`config.mk`:
```
export PLATFORM = sky130hd
export DESIGN_NAME = packet_serializer
export DESIGN_NICKNAME = d
export VERILOG_FILES = /design/src/rtl/packet_serializer.sv
export SDC_FILE = /design/constraint.sdc
export NUM_CORES = 2
export LEC_CHECK = 0
export ABC_AREA = 1
export CAP_MARGIN = 15
export CORE_MARGIN = 5
export CORE_UTILIZATION = 50
export DETAILED_ROUTE_END_ITERATION = 7
export PLACE_DENSITY = 0.72
export SLEW_MARGIN = 20
export SYNTH_ARGS = -nofsm -noshare
export SYNTH_HDL_FRONTEND = slang
export SYNTH_SLANG_ARGS = --single-unit
```
`constraint.sdc`:
```
create_clock -name clk -period 54.9 [get_ports clk]
set_input_delay 10.98 -clock clk [delete_from_list [all_inputs] [get_ports clk]]
set_output_delay 10.98 -clock clk [all_outputs]
set_load 0.02 [all_outputs]
```
`src/rtl/packet_serializer.sv`:
```
// Transmit-side packet serializer: one message per handshake becomes an 8-byte header
// (LE length, LE stream, LE sequence) followed by payload, emitted as 32-bit words.
module packet_serializer #(
  parameter int MAX_PAYLOAD = 40,
  parameter int STREAM_W    = 4
) (
  input  logic                     clk,
  input  logic                     reset,
  input  logic [8*MAX_PAYLOAD-1:0] msg_data,
  input  logic [15:0]              msg_len,
  input  logic [STREAM_W-1:0]      msg_stream,
  input  logic                     msg_skip,
  input  logic                     msg_val,
  output logic                     msg_ready,
  output logic [31:0]              dataOut,
  output logic                     dataOut_val,
  input  logic                     dataOut_ready,
  output logic                     dataOut_last,
  output logic                     err_len
);

  localparam int DW      = 8 * MAX_PAYLOAD;
  localparam int NSTREAM = 2 ** STREAM_W;

  // state | meaning
  // IDLE  | ready for a message; msg_ready high
  // HDR0  | presenting length/stream header word
  // HDR1  | presenting sequence-number header word
  // PAY   | presenting payload words, words_q counts down to the final one
  typedef enum logic [1:0] {IDLE, HDR0, HDR1, PAY} state_t;

  state_t                state_q, state_d;
  logic [DW-1:0]         data_q, data_d, data_masked;
  logic [15:0]           len_q, len_d;
  logic [15:0]           words_q, words_d;
  logic [STREAM_W-1:0]   stream_q, stream_d;
  logic [31:0]           seq_q, seq_d;
  logic                  err_q, err_d;
  logic [31:0]           ctr_q [NSTREAM];
  logic                  ctr_we;
  logic [15:0]           tot_len;
  logic [15:0]           stream_w;

  assign tot_len  = len_q + 16'd8;
  assign stream_w = {{(16-STREAM_W){1'b0}}, stream_q};
  assign err_len  = err_q;

  // Bytes past msg_len are cleared at capture so a partial final word pads with zeros.
  always_comb begin
    data_masked = '0;
    for (int i = 0; i < MAX_PAYLOAD; i++) begin
      if (16'(i) < msg_len) begin
        data_masked[DW-1-8*i -: 8] = msg_data[DW-1-8*i -: 8];
      end
    end
  end

  always_comb begin
    state_d      = state_q;
    data_d       = data_q;
    len_d        = len_q;
    words_d      = words_q;
    stream_d     = stream_q;
    seq_d        = seq_q;
    err_d        = 1'b0;
    ctr_we       = 1'b0;
    msg_ready    = 1'b0;
    dataOut_val  = 1'b0;
    dataOut_last = 1'b0;
    dataOut      = '0;
    unique case (state_q)
      IDLE: begin
        msg_ready = 1'b1;
        if (msg_val) begin
          if (msg_len > 16'(MAX_PAYLOAD)) begin
            err_d = 1'b1;
          end else begin
            data_d   = data_masked;
            len_d    = msg_len;
            words_d  = (msg_len + 16'd3) >> 2;
            stream_d = msg_stream;
            seq_d    = ctr_q[msg_stream] + {31'b0, msg_skip};
            state_d  = HDR0;
          end
        end
      end
      HDR0: begin
        dataOut_val = 1'b1;
        dataOut     = {tot_len[7:0], tot_len[15:8], stream_w[7:0], stream_w[15:8]};
        if (dataOut_ready) state_d = HDR1;
      end
      HDR1: begin
        dataOut_val  = 1'b1;
        dataOut      = {seq_q[7:0], seq_q[15:8], seq_q[23:16], seq_q[31:24]};
        dataOut_last = (words_q == 16'd0);
        if (dataOut_ready) begin
          if (words_q == 16'd0) begin
            ctr_we  = 1'b1;
            state_d = IDLE;
          end else begin
            state_d = PAY;
          end
        end
      end
      PAY: begin
        dataOut_val  = 1'b1;
        dataOut      = data_q[DW-1 -: 32];
        dataOut_last = (words_q == 16'd1);
        if (dataOut_ready) begin
          data_d  = data_q << 32;
          words_d = words_q - 16'd1;
          if (words_q == 16'd1) begin
            ctr_we  = 1'b1;
            state_d = IDLE;
          end
        end
      end
      default: state_d = IDLE;
    endcase
  end

  always_ff @(posedge clk or posedge reset) begin
    if (reset) begin
      state_q  <= IDLE;
      data_q   <= '0;
      len_q    <= '0;
      words_q  <= '0;
      stream_q <= '0;
      seq_q    <= '0;
      err_q    <= 1'b0;
    end else begin
      state_q  <= state_d;
      data_q   <= data_d;
      len_q    <= len_d;
      words_q  <= words_d;
      stream_q <= stream_d;
      seq_q    <= seq_d;
      err_q    <= err_d;
    end
  end

  // Sequence counters move only when the final word of a packet is taken.
  always_ff @(posedge clk or posedge reset) begin
    if (reset) begin
      for (int i = 0; i < NSTREAM; i++) ctr_q[i] <= '0;
    end else if (ctr_we) begin
      ctr_q[stream_q] <= seq_q + 32'd1;
    end
  end

endmodule

```
==> results.cfg <==
[global_route]
gr-total-overflow = 0
antenna_found_initial = 17
first_global_vias = 38938
grt_pass1_wl_um = 230700
grt_use_total_pct = 30.15
grt_max_degree = 236

[drt]
wl_um = 150400
wire_per_inst_um = 20.47
first_pass_iters = 6
drtIter0Drc = 5016
via_per_inst = 5.647
ant_nets = 0
vias = 41491
drc = 0

[critical_path]
critPathRequiredTime_ns = 43.92
worstPathArrival_ns = 4.36
worst-setup-path-type = reg2out
end_kind = primary output
cp-start-kind = flip-flop
reg2reg_slack_ns = 49.99
crit_fanout = 235

[synthesis]
yosys.area.top_type_share_pct = 50.02
avgSynthCellArea_sq_um = 7.614
yosys.area_share.simple_pct = 24.51
ys.warnings.count = 0
synthAdderAreaFrac_pct = 0.1939
synthArstFlopShare_pct = 100.0
yosysSeqAreaShare_pct = 50.02
synth_top_family_by_area = simple AND/OR/NAND/NOR gates
ys.flop_type = dfrtp_1
synth_compound_area_share_pct = 15.02
synth_xor_area_share_pct = 0.8725
post-synth-top-count-cell = nand2_1
synth_common_cells = nand2_1, dfrtp_1, o21ai_0
yosysUniqueCellTypes = 47
synth_mux_area_share_pct = 0
synth_top_cell_by_area = dfrtp_1
synth_fp_nets = 6285
synth_area_leaders = dfrtp_1, nand2_1, o21ai_0, nand3_1, inv_1
synth_enable_flop_cells = 0
synth_cells = 5933
syn-cell-area_sq_mm = 0.04517
ys_seq_elements = 903

[cts]
cts-resized-gates = 0
clock-sinks = 903
h-tree-depth = 3
post_cts.repair.setup_buffers = 0
cts_buffers = 99
clock-root-buffer = clkbuf_16
cts_hold_buf = 0
cts_tree = yes
clockBufferDepth = 3
clkTransAtPathRegs_ns = 0.06
clock_latency_ns = 0.69

[floorplanning]
die_area_sq_mm = 0.09646
start_util_pct = 50.26
core_region_area_sq_mm = 0.08987
rows = 110
chipHeight_um = 310.6
die-width_um = 310.6
ioPinCount = 381

[power_and_ir_drop]
peakVddDrop_v = 0.00003727
power.leakage_nw = 24.24
p_per_area_mw_per_mm2 = 40.13

[hold_path]
hold_class = reg2reg

[timing]
tightest_slew_ns = 1.116
finalClockSkew_ns = 0.02527
max_freq_ghz = 0.06520
drv_slew = 0
report.final.hold_viol_count = 0
max-slew-margin-rel_pct = 25.58
setup_viol = 0
tns_ns = 0
post-route-period-util_pct = 27.94
period_needed_ns = 15.34
worst_slack_ns = 39.56
rsz0062_at_grt = no

[cells_and_area]
area_growth_pct = 16.84
layout-drive-gt1-share_pct = 4.694
fin_nets = 6429

[placement]
gp_congestion = 0.9983
dp_hpwl_um = 98060
dp_slack_ns = 38.76
io_buffers = 380

[run]
maxCapViolations = 0

[outcome]
status = complete, no violations
worst max-delay path: stages, from the launching register on:
cell,delay (ns)
dfrtp_1,0.44
nand2_4,0.44
buf_12,0.63
buf_4,0.87
o21ai_0,0.41
clkdlybuf4s50_1,0.65
layout make-up:
class / instances / area (sq um)
Antenna cell: 14 / 35.03
Multi-Input combinational cell: 3978 / 18460
Sequential cell: 903 / 22600
Inverter: 658 / 2496
Fill cell: 8141 / 37090
Timing Repair Buffer: 437 / 4288
Clock buffer: 148 / 2914
Tap cell: 1176 / 1471
Clock inverter: 33 / 520.5
state kept, by name, indices dropped and copies added (netlist names):
register and flops:
err_len 1, state_q 2, stream_q 4, seq_q 32, len_q 16, ctr_q 512
data_q 320, words_q 16
where the power goes:
part | internal (W) | switching, W | total, W
sequential | 0.000779 | 0.0000508 | 0.000830
combinational | 0.000189 | 0.000391 | 0.000580
clock | 0.000424 | 0.000284 | 0.000708
total | 0.00139 | 0.000727 | 0.00212
worst paths after layout:
| kind | startpoint | to | cells after the start |
|---|---|---|---|
| setup / recovery | state_q[0] | dataOut[14] | 5 |
| hold / removal | ctr_q[26] | ctr_q[26] | 2 |
| setup reg to reg | state_q[0] | data_q[62] | 9 |
| hold reg to reg | ctr_q[26] | ctr_q[26] | 2 |
| max in group asynchronous | reset | ctr_q[98] | 5 |
| min in group asynchronous | reset | data_q[215] | 2 |
cells in the final DEF, fill, tap and decap left out, types with 24 or more instances in the layout:
cell type,instances
dfrtp_1,903
clkbuf_16,101
xor2_1,36
a31oi_1,57
nor2_1,269
clkbuf_1,26
inv_1,646
nand2_1,1616
a21oi_1,149
a22oi_1,56
nand3_1,675
o221ai_1,24
o21ai_1,92
o21ai_0,849
clkdlybuf4s50_1,376
buf_4,52
metal layers:
layer | vias to the layer above | part of all wire, % | global-route usage (%)
li1 | 19473 | - | -
met1 | 19861 | 41 | 41.22
met2 | 1851 | 47 | 48.29
met3 | 300 | 8.8 | 5.774
met4 | 6 | 4.0 | 11.21
met5 | - | 0.027 | 0
stage by stage:
stage	total power [W]	util [%]	instance area (sq um)	hold WS, ns	instances
3_3_place_gp	0.001396	54.78	49230	0.4518	7151
2_1_floorplan	0.001225	-	45170	0.4361	5933
5_1_grt	0.002223	58.71	52760	0.4942	7341
4_1_cts	0.002115	58.62	52680	0.4760	7332
6_report	0.002118	58.73	52780	0.4761	7347
3_5_place_dp	0.001408	54.80	49250	0.4565	7151
cell families (layout without fill, tap and decap cells):
family                   Yosys count  in the layout
AO/OA/AOI/OAI                   1275           1275
XOR/XNOR                          45             45
adder cells (fa/ha/maj)            7              7
buffers and inverters           1052           1276
flip-flops                       903            903
other                              0             14
AND/OR/NAND/NOR                 2651           2651
(Power assumes the default switching activity.)
